**src/rtl/pipe_ctrl_pkg.sv**
```systemverilog
// rtl/pipe_ctrl_pkg.sv - shared widths, stall bit indices and FSM encoding for pipe_ctrl
package pipe_ctrl_pkg;

  localparam int REG_ADDR_W  = 5;
  localparam int INST_ADDR_W = 32;
  localparam int STALL_W     = 6;

  localparam int STALL_PC     = 0;
  localparam int STALL_IF_ID  = 1;
  localparam int STALL_ID_EX  = 2;
  localparam int STALL_EX_MEM = 3;
  localparam int STALL_MEM_WB = 4;
  localparam int STALL_RSVD   = 5;

  localparam logic ENABLE  = 1'b1;
  localparam logic DISABLE = 1'b0;

  // Each pattern freezes the stages up to and including the one waiting.
  localparam logic [STALL_W-1:0] STALL_NONE = 6'b000000;
  localparam logic [STALL_W-1:0] STALL_MEM  = 6'b011111;
  localparam logic [STALL_W-1:0] STALL_EX   = 6'b001111;
  localparam logic [STALL_W-1:0] STALL_LU   = 6'b000111;

  typedef enum logic [1:0] {
    ST_RUN     = 2'd0,
    ST_LU      = 2'd1,
    ST_EX_WAIT = 2'd2,
    ST_FLUSH   = 2'd3
  } state_t;

endpackage

```
**src/rtl/pipe_ctrl_ld_use_detect.sv**
```systemverilog
// rtl/pipe_ctrl_ld_use_detect.sv - load-use hazard between decode reads and the load in EX
module ld_use_detect
  import pipe_ctrl_pkg::*;
(
  input  logic                  reg1_read,
  input  logic [REG_ADDR_W-1:0] reg1_addr,
  input  logic                  reg2_read,
  input  logic [REG_ADDR_W-1:0] reg2_addr,
  input  logic                  ex_wreg,
  input  logic [REG_ADDR_W-1:0] ex_wd,
  input  logic                  ex_is_load,
  output logic                  hazard
);

  logic load_writes;
  logic rs_hit;
  logic rt_hit;

  // $0 is hardwired, so a load targeting it never produces data worth waiting for.
  assign load_writes = ex_is_load & ex_wreg & (ex_wd != '0);
  assign rs_hit      = reg1_read & (reg1_addr == ex_wd);
  assign rt_hit      = reg2_read & (reg2_addr == ex_wd);
  assign hazard      = load_writes & (rs_hit | rt_hit);

endmodule

```
**src/rtl/pipe_ctrl.sv**
```systemverilog
// rtl/pipe_ctrl.sv - five-stage pipeline stall/flush sequencer with stall-cycle counter
module pipe_ctrl
  import pipe_ctrl_pkg::*;
#(
  parameter int FLUSH_CYCLES = 1,
  parameter int PERF_W       = 32
) (
  input  logic                   clk,
  input  logic                   rst,
  input  logic                   id_reg1_read_i,
  input  logic [REG_ADDR_W-1:0]  id_reg1_addr_i,
  input  logic                   id_reg2_read_i,
  input  logic [REG_ADDR_W-1:0]  id_reg2_addr_i,
  input  logic                   ex_wreg_i,
  input  logic [REG_ADDR_W-1:0]  ex_wd_i,
  input  logic                   ex_is_load_i,
  input  logic                   ex_busy_req_i,
  input  logic                   ex_done_i,
  input  logic                   mem_stallreq_i,
  input  logic                   flush_req_i,
  input  logic [INST_ADDR_W-1:0] flush_pc_i,
  output logic [STALL_W-1:0]     stall_o,
  output logic                   flush_o,
  output logic [INST_ADDR_W-1:0] new_pc_o,
  output logic [PERF_W-1:0]      stall_cnt_o
);

  localparam logic [3:0] FLUSH_LOAD = 4'(FLUSH_CYCLES);

  state_t             state;
  logic [3:0]         flush_cnt;
  logic               hazard;
  logic [STALL_W-1:0] stall_raw;

  ld_use_detect u_ld_use_detect (
    .reg1_read  (id_reg1_read_i),
    .reg1_addr  (id_reg1_addr_i),
    .reg2_read  (id_reg2_read_i),
    .reg2_addr  (id_reg2_addr_i),
    .ex_wreg    (ex_wreg_i),
    .ex_wd      (ex_wd_i),
    .ex_is_load (ex_is_load_i),
    .hazard     (hazard)
  );

  always_comb begin
    stall_raw = STALL_NONE;
    if (state == ST_FLUSH || flush_req_i) begin
      stall_raw = STALL_NONE;
    end else if (mem_stallreq_i) begin
      stall_raw = STALL_MEM;
    end else if ((state == ST_EX_WAIT && !ex_done_i) || ex_busy_req_i) begin
      stall_raw = STALL_EX;
    end else if (hazard && state == ST_RUN) begin
      stall_raw = STALL_LU;
    end
  end

  // Stall must act in the same cycle, so it is combinational but held off during reset.
  assign stall_o = rst ? stall_raw : STALL_NONE;

  always_ff @(posedge clk or negedge rst) begin
    if (!rst) begin
      state       <= ST_RUN;
      flush_cnt   <= '0;
      flush_o     <= DISABLE;
      new_pc_o    <= '0;
      stall_cnt_o <= '0;
    end else begin
      if (stall_o[STALL_PC] && stall_cnt_o != '1) begin
        stall_cnt_o <= stall_cnt_o + PERF_W'(1);
      end
      if (flush_req_i) begin
        state     <= ST_FLUSH;
        flush_cnt <= FLUSH_LOAD;
        flush_o   <= ENABLE;
        new_pc_o  <= flush_pc_i;
      end else begin
        case (state)
          ST_RUN: begin
            if (ex_busy_req_i) begin
              state <= ST_EX_WAIT;
            end else if (hazard && !mem_stallreq_i) begin
              state <= ST_LU;
            end
          end
          ST_LU: begin
            state <= ex_busy_req_i ? ST_EX_WAIT : ST_RUN;
          end
          ST_EX_WAIT: begin
            if (ex_done_i) begin
              state <= ST_RUN;
            end
          end
          ST_FLUSH: begin
            if (flush_cnt <= 4'd1) begin
              state     <= ST_RUN;
              flush_cnt <= '0;
              flush_o   <= DISABLE;
            end else begin
              flush_cnt <= flush_cnt - 4'd1;
            end
          end
          default: state <= ST_RUN;
        endcase
      end
    end
  end

endmodule

```
**config.mk**
```make
export PLATFORM = sky130hd
export DESIGN_NAME = pipe_ctrl
export DESIGN_NICKNAME = d
export VERILOG_FILES = /design/src/rtl/pipe_ctrl_pkg.sv /design/src/rtl/pipe_ctrl_ld_use_detect.sv /design/src/rtl/pipe_ctrl.sv
export SDC_FILE = /design/constraint.sdc
export NUM_CORES = 1
export LEC_CHECK = 0
export BUFFER_PORTS_ARGS = -buffer_cell sky130_fd_sc_hd__buf_2
export CAP_MARGIN = 25
export CORE_MARGIN = 1
export CORE_UTILIZATION = 45
export DETAILED_ROUTE_END_ITERATION = 8
export GPL_ROUTABILITY_DRIVEN = 0
export GPL_TIMING_DRIVEN = 0
export PLACE_DENSITY = 0.76
export SYNTH_ARGS = -nofsm -noshare
export SYNTH_HDL_FRONTEND = slang
export SYNTH_SLANG_ARGS = --single-unit
```
**constraint.sdc**
```tcl
create_clock -name clk -period 5.6 [get_ports clk]
set_input_delay 0.56 -clock clk [delete_from_list [all_inputs] [get_ports clk]]
set_output_delay 0.56 -clock clk [all_outputs]
set_load 0.005 [all_outputs]
```
---- Yosys cells after proc, flatten, opt, wreduce, memory -nomap -nowiden ----
Cells that the tools add are included.
cells by class
  divide/modulo/power cells ............... 0
  shifts and indexed selects .............. 0
  eq/ne operators ......................... 9
  multipliers ............................. 0
  reductions and logical operators ........ 14
  muxes and demuxes ....................... 18
  $add $sub $neg .......................... 2
  magnitude comparators ................... 1
  bitwise logic cells ..................... 6
operators by type and width
  kind                   number
  $add 32x1->32 const B  1
  $ne 32x32->1 const B   1
  $mux 4                 4
  $mux 2                 6
  $mux 6                 2
  $eq 5x5->1             2
  $pmux 2 s4             1
  $and 1x1->1            5
  $mux 5                 1
  $reduce_bool 5->1      1
  $eq 2x2->1 const B     2
  $le 4x1->1 const B     1
  $logic_and 1x1->1      4
  $ne 4x3->1 const B     1
  $reduce_bool 2->1      2
  $sub 4x1->4 const B    1
  $mux 1                 3
  $mux 3                 1
  $ne 3x2->1 const B     1
  $ne 3x3->1 const B     1
  $reduce_and 3->1       1
  $eq 2x1->1 const B     1
  $logic_not 1->1        2
  $logic_not 2->1        1
  3 further kinds        4
word-level totals
  register bits ........................... 71
  memories kept ........................... 0
  bits in writable memories ............... 0
  bits in latches ......................... 0
  bits in read-only memories .............. 0

---- Depth between registers and ports, before layout ----
Gate-level depths: netlist (run 1).
  word-level depth ........................ 11
  gate-level depth with buffers ........... 8

---- Modules after synthesis ----
A second synthesis (run 1) with hierarchy kept.
second synthesis, totals
  cell total of the unflattened synthesis .. 288
  area, all modules ....................... 3394.5 um2
modules (own cells, without submodules)
  module         area each (um2)  times used  seq. area each (um2)  cells each
  pipe_ctrl      3259.4           1           1776.7                271
  ld_use_detect  135.1            1           0.0                   17

---- Worst setup path before layout (run 1) ----
Ideal clock, no wire load.
  path kind ............................... input -> register
  start ................................... input rst
  end ..................................... register stall_cnt_o[23]
  arrival ................................. 2021 ps
  path buffers ............................ 1
  path slack .............................. 3499 ps
  cell stages on the path ................. 8
  setup time .............................. 80 ps
  cells stage by stage .................... nor2b_1 o311ai_1 inv_2 o21ai_1 or3b_4 buf_6 nor4_2 xnor2_1
between the ends
  longest elaborated chain between the ends .. 2
RTL lines
  item                  RTL line         RTL
  from (decl)           pipe_ctrl.sv:9   input logic rst,
  $mux 6                pipe_ctrl.sv:60  assign stall_o = rst ? stall_raw : STALL_NONE;
  $logic_and 1x1->1     pipe_ctrl.sv:70  if (stall_o[STALL_PC] && stall_cnt_o != '1) begin
  to (signal assigned)  pipe_ctrl.sv:71  stall_cnt_o <= stall_cnt_o + PERF_W'(1);
  to (decl)             pipe_ctrl.sv:25  output logic [PERF_W-1:0] stall_cnt_o
No other way between the ends.
A chain may end at the register's enable or synchronous reset.

---- Worst setup path in the final report (run 1) ----
  start ................................... input rst
  end ..................................... output stall_o[1]
between the ends
  longest elaborated chain between the ends .. 1
RTL lines
  item       RTL line         RTL
  $mux 6     pipe_ctrl.sv:60
  to (decl)  pipe_ctrl.sv:22  output logic [STALL_W-1:0] stall_o,
No other way between the ends.

==> reports/summary.txt, run 1 <==
status: finished clean
GRT Residual Overflow: 0
cell type with the largest total area after synthesis: dfrtp_1
Core Box Area: 7250 um^2
reg-to-reg setup timing slack: 3160 ps
later-pin clock latency in the skew report: 330 ps
Async S/R FF share, synth: 100%
Finished Cell Area: 4390 um^2
antenna violations before repair: 0
largest net degree at the start of global routing: 73
final setup fails: 0
post-CTS setup buffer count: 0
placed insts: 514
hold slack: 329 ps
power per cell area: 274 nW/um^2
gr usage total: 19.6%
Post-DP HPWL: 5320 um
yosys warns: 0
top cells by count, synth: dfrtp_1, mux2_2, xor2_1
htree depth: 3
Critical Path Fanout Max: 72
FMAX: 339 MHz
Worst setup EP type: primary output
CP cell instances: buf_4 -> nor2b_1 -> o311ai_1 -> inv_2 -> a31o_2 -> buf_4 -> buf_2
final layout net count: 486
placed cell area: 4140 um^2
Post-Route Setup TNS: 0 ps
worst r2r src: stall_cnt_o[2]
residual DRC count: 0
worst r2r dst: stall_cnt_o[1]
unique cell type count in the Yosys netlist: 43
CTS tree: yes
max_slew headroom: 41.8%
vias: 2705
final hold vios: 0
Leakage: 2.16 nW
power consumption: 1.20 mW
starting density of the core: 46.6%
Arrival @ worst endpoint: 2390 ps
Final Non-Filler Cells: 530
Synth Cell Area: 3380 um^2
post-synth top area share: 52.5%
CTS resizes: 0
DRT Wirelength: 7230 um
maximum root-to-sink buffer count: 2
pre-CTS setup slack: 2360 ps
crit share post-route: 52.7%
I/O Buffers: 126
number of cells on the critical path: 7
drt pass-1 iters: 4
CTS buffer count: 9
die height: 88.7 um
io pins: 128
kind of critical path: in -> out
clock root buffer: clkbuf_8
first-pass GRT wire length: 11700 um
RSZ-0062 raised after global routing: no
CP Buf/Inv Count: 4
number of global-route vias before repair: 2597
Post-synth EDFFs: 0
Starting DRT DRC Count: 116
Final WS setup: 2650 ps
Synth-to-Final Area Change: 29.7%
syn nets: 349
CP Launch Type: primary input
peak supply drop: 131 uV
Avg Inst Size Synth: 11.7 um^2
die area: 7870 um^2
Sinks on Clock Net: 71
gate count of the mapped netlist: 289
clock-pin slew on the worst setup and hold paths: 80 ps
top-count cell post-synth: dfrtp_1
Clock Skew: 8.98 ps
pin slew with the least headroom to its limit: 874 ps
Std-Cell Rows: 31
Period minus WS final: 2950 ps
cts hold-fix bufs: 0
#FFs+latches synth: 71
slowest cell on the critical path: buf_4
post-synthesis sequential area ratio: 52.5%
max-cap violation count: 0
CP Data Required Time: 5040 ps
top cells by area, synth: dfrtp_1, mux2_2, xor2_1
ratio of cells with drive above 1 in the final layout: 45.2%
DR vias/cell: 5.10
CP max stage delay: 650 ps
antenna-violating nets left: 0
worst reg-to-reg path cell count: 6
wire length per cell: 13.6 um
Die X: 88.7 um
fin util: 60.5%
CP delay by family, top: buffers and inverters
Slew Viols, Final: 0
Ant. Diodes: 0
Most Frequent Cell on Critical Path: buf_4
ys flop type: dfrtp_1
Hold/Removal Path Class: in -> async
[cells by family (layout without fill, tap and decap cells)]
kind of cell    Yosys count  after routing  synth area share [%]
fa+ha+maj                 3              3                  1.11
xor+xnor                 41             41                  10.6
mux                      34             34                  11.3
other cells               1              1                 0.111
compound gates           14             14                  2.85
buf+inv                  23            165                  3.37
simple gates            102            102                  18.2
flops                    71             71                  52.5
[state kept, by name, summed over array words and instances (netlist names)]
register     flops
flush_cnt        4
flush_o          1
new_pc_o        32
stall_cnt_o     32
state            2
[layer usage]
metal	global-route usage, %	share of wire, %	wire length, um
met2	32.4	48	3480
met3	4.57	7.2	523
met1	24.5	44	3150
met5	0	0	0
met4	8.80	1.1	80
[worst max path at each step]
| stage | start | endpoint | slack, ps |
|---|---|---|---|
| after floorplan | rst | stall_cnt_o[23] | 3500 |
| after global placement | rst | stall_cnt_o[21] | 1890 |
| after detailed placement | rst | stall_cnt_o[23] | 2360 |
| after CTS | rst | stall_o[1] | 2590 |
| after global routing | rst | stall_o[1] | 2390 |
| final | rst | stall_o[1] | 2650 |
[power breakdown]
| group | switching [mW] | internal (mW) |
|---|---|---|
| clock network | 0.189 | 0.308 |
| logic | 0.0619 | 0.0749 |
| registers | 0.0225 | 0.543 |
| total | 0.274 | 0.927 |
[layout by cell type (no fill, tap or decap), drive strengths merged, types with 2 or more instances in the layout]
cell        n
nor2b       2
buf       138
nand2      15
nor3       16
nor4       12
nand4       9
nand3      15
nor2       17
nand2b      2
mux2       33
and3        3
clkbuf     11
or4         3
clkinvlp    2
nor3b       3
a21oi       5
xnor2      19
bufinv      3
dfrtp      71
ha          3
xor2       22
inv        11
[final cells by class]
cell class	instances	area, um^2
tap	99	124
multi-input combinational	195	1490
buffer	12	72.6
clock buffer	11	141
timing repair buffer	126	633
fill	619	2870
clock inverter	5	105
inverter	11	41.3
sequential	71	1780
Note: power is estimated with default switching activity, not from simulation.
==> run 2: changes to the inputs <==
- CORE_UTILIZATION: 45 -> 44
- PLACE_DENSITY: 0.76 -> 0.78
- clock period: 5.6 -> 2.53 ns (I/O delays scaled with it)
==> run 2 against run 1 <==
- final cell count rose by 0.19%
- critical path depth unchanged
- sequential share of layout area grew 0.46 points
- the flow now finishes with violations (hold timing)
- sequential power is 120% higher
- die area is 2.2% higher
==> reports/summary.txt, run 2 (synthesis results as in run 1) <==
Period minus WS final: 2400 ps
status: complete, but fails checks
pin slew with the least headroom to its limit: 625 ps (-249 ps)
die height: 89.7 um (+1.1%)
final setup fails: 0 (unchanged)
max-cap violation count: 0 (unchanged)
cts hold-fix bufs: 0 (unchanged)
Slew Viols, Final: 0 (unchanged)
worst reg-to-reg path cell count: 7 (+1)
commonest cells after routing, fill and taps aside: buf_2, dfrtp_1, mux2_2
largest net degree at the start of global routing: 73 (unchanged)
Largest regs: new_pc_o x32, stall_cnt_o x32, flush_cnt x4
ratio of cells with drive above 1 in the final layout: 45.1% (-0.10 points)
reg-to-reg setup timing slack: 130 ps (-3030 ps)
crit share post-route: 95.0%
Hold/Removal Path Class: in -> async
Worst setup EP type: flip-flop
first-pass GRT wire length: 11900 um (+1.2%)
Synth-to-Final Area Change: 28.2%
GRT Residual Overflow: 0 (unchanged)
Critical Path Fanout Max: 10 (-86%)
Die X: 89.7 um (+1.1%)
io pins: 128 (unchanged)
die area: 8040 um^2 (+2.2%)
maximum root-to-sink buffer count: 2 (unchanged)
vias: 2683 (-0.81%)
FMAX: 416 MHz
clock root buffer: clkbuf_8
Core Box Area: 7330 um^2 (+1.1%)
Arrival @ worst endpoint: 2630 ps (+240 ps)
wire length per cell: 14.0 um (+2.5%)
# fillers: 649 (+4.8%)
gr usage total: 19.6% (about the same)
failing checks: hold timing
peak supply drop: 277 uV (+110%)
RSZ-0062 raised after global routing: no
antenna violations before repair: 0 (unchanged)
Sinks on Clock Net: 71 (unchanged)
hold slack: -92.5 ps (-421 ps)
CP Data Required Time: 2760 ps (-2280 ps)
number of global-route vias before repair: 2650 (+2.0%)
CTS tree: yes
final layout net count: 488 (+0.41%)
starting density of the core: 46.2% (-0.49 points)
worst r2r src: stall_cnt_o[19]
Starting DRT DRC Count: 74 (-36%)
htree depth: 3 (unchanged)
clock-pin slew on the worst setup and hold paths: 70 ps (about the same)
most common cell after layout, fill and taps aside: buf_2
max_slew headroom: 58.0% (+16 points)
I/O Buffers: 126 (unchanged)
Ant. Diodes: 0 (unchanged)
Post-Route Setup TNS: 0 ps (unchanged)
kind of critical path: reg -> reg
later-pin clock latency in the skew report: 340 ps (about the same)
Post-DP HPWL: 5520 um (+3.7%)
Std-Cell Rows: 31 (unchanged)
DR vias/cell: 5.05 (-1.0%)
Leakage: 2.14 nW (-0.79%)
power per cell area: 554 nW/um^2 (+100%)
final hold vios: 71 (+71)
antenna-violating nets left: 0 (unchanged)
worst r2r dst: stall_cnt_o[1]
drt pass-1 iters: 4 (unchanged)
residual DRC count: 0 (unchanged)
CP Launch Type: flip-flop
CTS buffer count: 9 (unchanged)
Clock Skew: 8.73 ps (-0.257 ps)
DRT Wirelength: 7420 um (+2.7%)
fin util: 59.2% (-1.3 points)
[run 2: changes by cell type in the layout (fill, tap and decap cells not counted), sizes merged]
cell,previous run,this run
buf,138,140
clkinv,0,2
clkinvlp,2,1
bufinv,3,1
[run 2: worst max-delay path by stage]
stage / slack, ps / to / cells past startpoint / start
2_1_floorplan: 430 / stall_cnt_o[1] / 7 / stall_cnt_o[19]
6_report: 130 / stall_cnt_o[1] / 7 / stall_cnt_o[19]
3_5_place_dp: -260 / stall_cnt_o[20] / 9 / rst
3_3_place_gp: -710 / stall_cnt_o[21] / 9 / rst
5_1_grt: 20 / stall_cnt_o[1] / 7 / stall_cnt_o[20]
4_1_cts: 30 / stall_cnt_o[1] / 6 / stall_cnt_o[2]
[run 2: worst max-delay path: stages, from the launching register on]
cell     delay, ps
dfrtp_1        430
nand4_1        170
or4_1          520
buf_2          180
nor4_1         260
or3b_4         220
buf_4          180
mux2_1         330
[run 2: repair_timing]
action	in CTS	in global routing
endpoints found under the hold margin	0	71
endpoints found under the setup margin	0	25
setup buffers	0	2
resized for setup	0	1
[run 2: cell type report]
class                   count  area (um^2)  area share [%]
clock buffers              11          131            3.03
flip-flops and latches     71         1780            41.0
inverters                  11         41.3           0.952
plain buffers              12         72.6            1.67
repair buffers            128          652            15.0
multi-input cells         195         1490            34.4
clock inverters             4         47.5            1.10
well taps                  99          124            2.86
[run 2: routing by layer]
| layer | GRT usage (%) | share of wire, % | vias to the layer above |
|---|---|---|---|
| met5 | 0 | 0 | - |
| met3 | 4.20 | 5.2 | 14 |
| li1 | - | - | 1286 |
| met1 | 23.3 | 43 | 1296 |
| met2 | 33.7 | 49 | 87 |
| met4 | 9.81 | 2.3 | 0 |
[run 2: power by group]
group          switching (mW)  total, mW  internal [mW]
registers              0.0493       1.25           1.20
logic                   0.139      0.305          0.167
clock network           0.397      0.844          0.447
total                   0.585       2.40           1.82
[run 2: through the flow]
step	hold WS [ps]	worst slack (ps)	total power, mW	instance area (um^2)	cells
after global routing	-48.3	17.3	2.51	4340	531
final	-92.5	126	2.40	4340	531
after floorplan	-42.6	431	1.41	3380	289
after global placement	459	-711	1.57	4140	514
after detailed placement	431	-256	1.58	4140	514
after CTS	51.2	33.5	2.43	4320	529
==> run 3: changes to the inputs <==
- SKIP_CTS_REPAIR_TIMING: unset -> 1
- SYNTH_HIERARCHICAL: unset -> 1
==> run 3 against run 2 <==
- the flow now finishes without violations
- total power rose by 8.6%
- die area up 0.32%
- clock-buffer cell count did not move
- fmax increased by 2.1%
- sequential cell count is the same
- clock power rose by 7.2%
- combinational power rose by 28%
- clock skew is 2.0 ps lower
- worst setup slack better by 49 ps
- final cell count is 0.38% lower
- first-iteration DRC count up 36%
- sequential share of layout area shrank 0.27 points
- critical path type is now in -> out
- highest routed layer unchanged
==> reports/summary.txt, run 3 <==
status: finished clean
fin util: 59.3% (+0.079 points)
#FFs+latches synth: 71 (unchanged)
Post-synth EDFFs: 0 (unchanged)
pin slew with the least headroom to its limit: 896 ps (+271 ps)
top-count cell post-synth: dfrtp_1
post-synthesis sequential area ratio: 52.3% (-0.17 points)
CP Launch Type: primary input
Post-DP HPWL: 5660 um (+2.6%)
cell type with the largest total area after synthesis: dfrtp_1
starting density of the core: 46.1% (-0.090 points)
adder-cell area share of the yosys netlist: 1.11% (-0.0037 points)
max-cap violation count: 0 (unchanged)
Synth Area in XOR/XNOR: 9.77% (-0.85 points)
worst r2r src: stall_cnt_o[0]
Die X: 89.8 um (+0.16%)
later-pin clock latency in the skew report: 340 ps (about the same)
htree depth: 3 (unchanged)
multiplexer area fraction after synthesis: 12.2% (+0.88 points)
power per cell area: 598 nW/um^2 (+7.9%)
die area: 8070 um^2 (+0.32%)
Synth Cell Area: 3390 um^2 (+0.33%)
ys flop type: dfrtp_1
first-pass GRT wire length: 13000 um (+9.5%)
Starting DRT DRC Count: 101 (+36%)
Hold/Removal Path Class: in -> async
Avg Inst Size Synth: 11.8 um^2 (+0.68%)
Clock Skew: 6.77 ps (-1.95 ps)
clock-pin slew on the worst setup and hold paths: 80 ps (about the same)
antenna-violating nets left: 0 (unchanged)
residual DRC count: 0 (unchanged)
clock root buffer: clkbuf_8
Finished Cell Area: 4370 um^2 (+0.66%)
final setup fails: 0 (unchanged)
gate count of the mapped netlist: 288 (-0.35%)
Synth-to-Final Area Change: 28.6%
drt pass-1 iters: 4 (unchanged)
I/O Buffers: 126 (unchanged)
syn nets: 348 (-0.29%)
placed cell area: 4150 um^2 (+0.27%)
ratio of cells with drive above 1 in the final layout: 45.1% (about the same)
vias: 2700 (+0.63%)
Worst setup EP type: primary output
unique cell type count in the Yosys netlist: 46 (+7.0%)
top cells by count, synth: dfrtp_1, mux2_2, xor2_1
Async S/R FF share, synth: 100% (unchanged)
CP Data Required Time: 2280 ps (-480 ps)
Leakage: 2.18 nW (+1.5%)
gr usage total: 20.1% (+0.49 points)
Core Box Area: 7370 um^2 (+0.53%)
wire length per cell: 14.5 um (+3.8%)
Synth Area in Simple Gates: 18.2% (+0.087 points)
reg-to-reg setup timing slack: 390 ps (+260 ps)
RSZ-0062 raised after global routing: no
crit path launch: ex_wd_i[1]
most common cell after layout, fill and taps aside: buf_2
power consumption: 2.61 mW (+8.6%)
GRT Residual Overflow: 0 (unchanged)
max_slew headroom: 40.3% (-18 points)
commonest cells after routing, fill and taps aside: buf_2, dfrtp_1, mux2_2
yosys warns: 6 (+6)
Synth Area in Compound Gates: 3.65% (+0.80 points)
DRT Wirelength: 7670 um (+3.4%)
peak supply drop: 462 uV (+67%)
Period minus WS final: 2360 ps (-49.1 ps)
final hold vios: 0 (-100%)
crit share post-route: 93.1% (-1.9 points)
FMAX: 425 MHz (+2.1%)
DR vias/cell: 5.10 (+1.0%)
number of global-route vias before repair: 2702 (+2.0%)
io pins: 128 (unchanged)
top cells by area, synth: dfrtp_1, mux2_2, xor2_1
largest net degree at the start of global routing: 73 (unchanged)
Std-Cell Rows: 31 (unchanged)
main combinational cell family by area after synthesis: simple AND/OR/NAND/NOR gates
Critical Path Fanout Max: 8 (-2)
Arrival @ worst endpoint: 2100 ps (-530 ps)
Post-Route Setup TNS: 0 ps (unchanged)
die height: 89.8 um (+0.16%)
antenna violations before repair: 0 (unchanged)
CTS tree: yes
Largest regs: new_pc_o x32, stall_cnt_o x32, flush_cnt x4
Ant. Diodes: 0 (unchanged)
post-synth top area share: 52.3% (-0.17 points)
maximum root-to-sink buffer count: 2 (unchanged)
Sinks on Clock Net: 71 (unchanged)
CTS buffer count: 9 (unchanged)
final layout net count: 485 (-0.61%)
kind of critical path: in -> out
# fillers: 676 (+4.2%)
Slew Viols, Final: 0 (unchanged)
==> run 3: cell types whose count changed after synthesis, moves of 3 or more <==
| cell | change |
|---|---|
| xnor2_1 | -13 |
| nor4_1 | +9 |
| xor2_1 | +8 |
| nor4_2 | -6 |
| and4_1 | +5 |
| nor2_1 | -5 |
| nor3_1 | -5 |
| nand4_1 | -4 |
| a21oi_1 | +3 |
| buf_1 | -3 |
==> run 3: worst paths after layout <==
path / end / depth (start not counted)
min in group clk: new_pc_o[1] / 2
max in group asynchronous: new_pc_o[26] / 1
worst min register to register: stall_cnt_o[27] / 1
worst max-delay path: stall_o[2] / 11
worst min-delay path: stall_cnt_o[26] / 1
worst max register to register: stall_cnt_o[20] / 6
==> run 3: layout make-up <==
cell class / count / area [um^2] / area share (%)
plain buffers: 10 / 55.1 / 1.26
inverters: 9 / 33.8 / 0.774
clock buffers: 11 / 141 / 3.24
flip-flops and latches: 71 / 1780 / 40.7
repair buffers: 126 / 633 / 14.5
clock inverters: 5 / 57.6 / 1.32
multi-input cells: 198 / 1550 / 35.4
well taps: 99 / 124 / 2.84
==> run 3: worst max-delay path, cell delays in order <==
cell      delay [ps]
buf_2            120
xor2_1           170
nor4_2           340
nand3_1          140
a21oi_2          180
nand2b_1          70
a21o_1           190
a21o_1           290
inv_2            140
buf_4            110
buf_2            100
==> run 3: per-layer routing <==
metal / global-route usage [%] / wire length [um]
met5: 0 / 0
met4: 6.97 / 98
met3: 5.33 / 350
met2: 33.9 / 3870
met1: 24.9 / 3350
==> run 3: cell families (layout without fill, tap and decap cells) <==
| family | Yosys count | after routing |
|---|---|---|
| flops | 71 | 71 |
| compound gates | 18 | 18 |
| other cells | 1 | 1 |
| xor+xnor | 37 | 37 |
| simple gates | 102 | 102 |
| fa+ha+maj | 3 | 3 |
| buf+inv | 19 | 161 |
| mux | 37 | 37 |
==> run 3: power by group <==
group	internal (mW)	switching, mW	total, mW
sequential	1.23	0.0849	1.32
combinational	0.203	0.185	0.389
clock	0.481	0.424	0.905
total	1.91	0.694	2.61
==> run 3: through the flow <==
| stage | hold WS (ps) | setup WS, ps | std cells |
|---|---|---|---|
| CTS | 61.6 | 74.5 | 529 |
| global placement | 454 | -535 | 513 |
| floorplan | -42.6 | 236 | 288 |
| finish | 38.0 | 175 | 529 |
| detailed placement | 439 | -154 | 513 |
| global route | 101 | 18.6 | 529 |
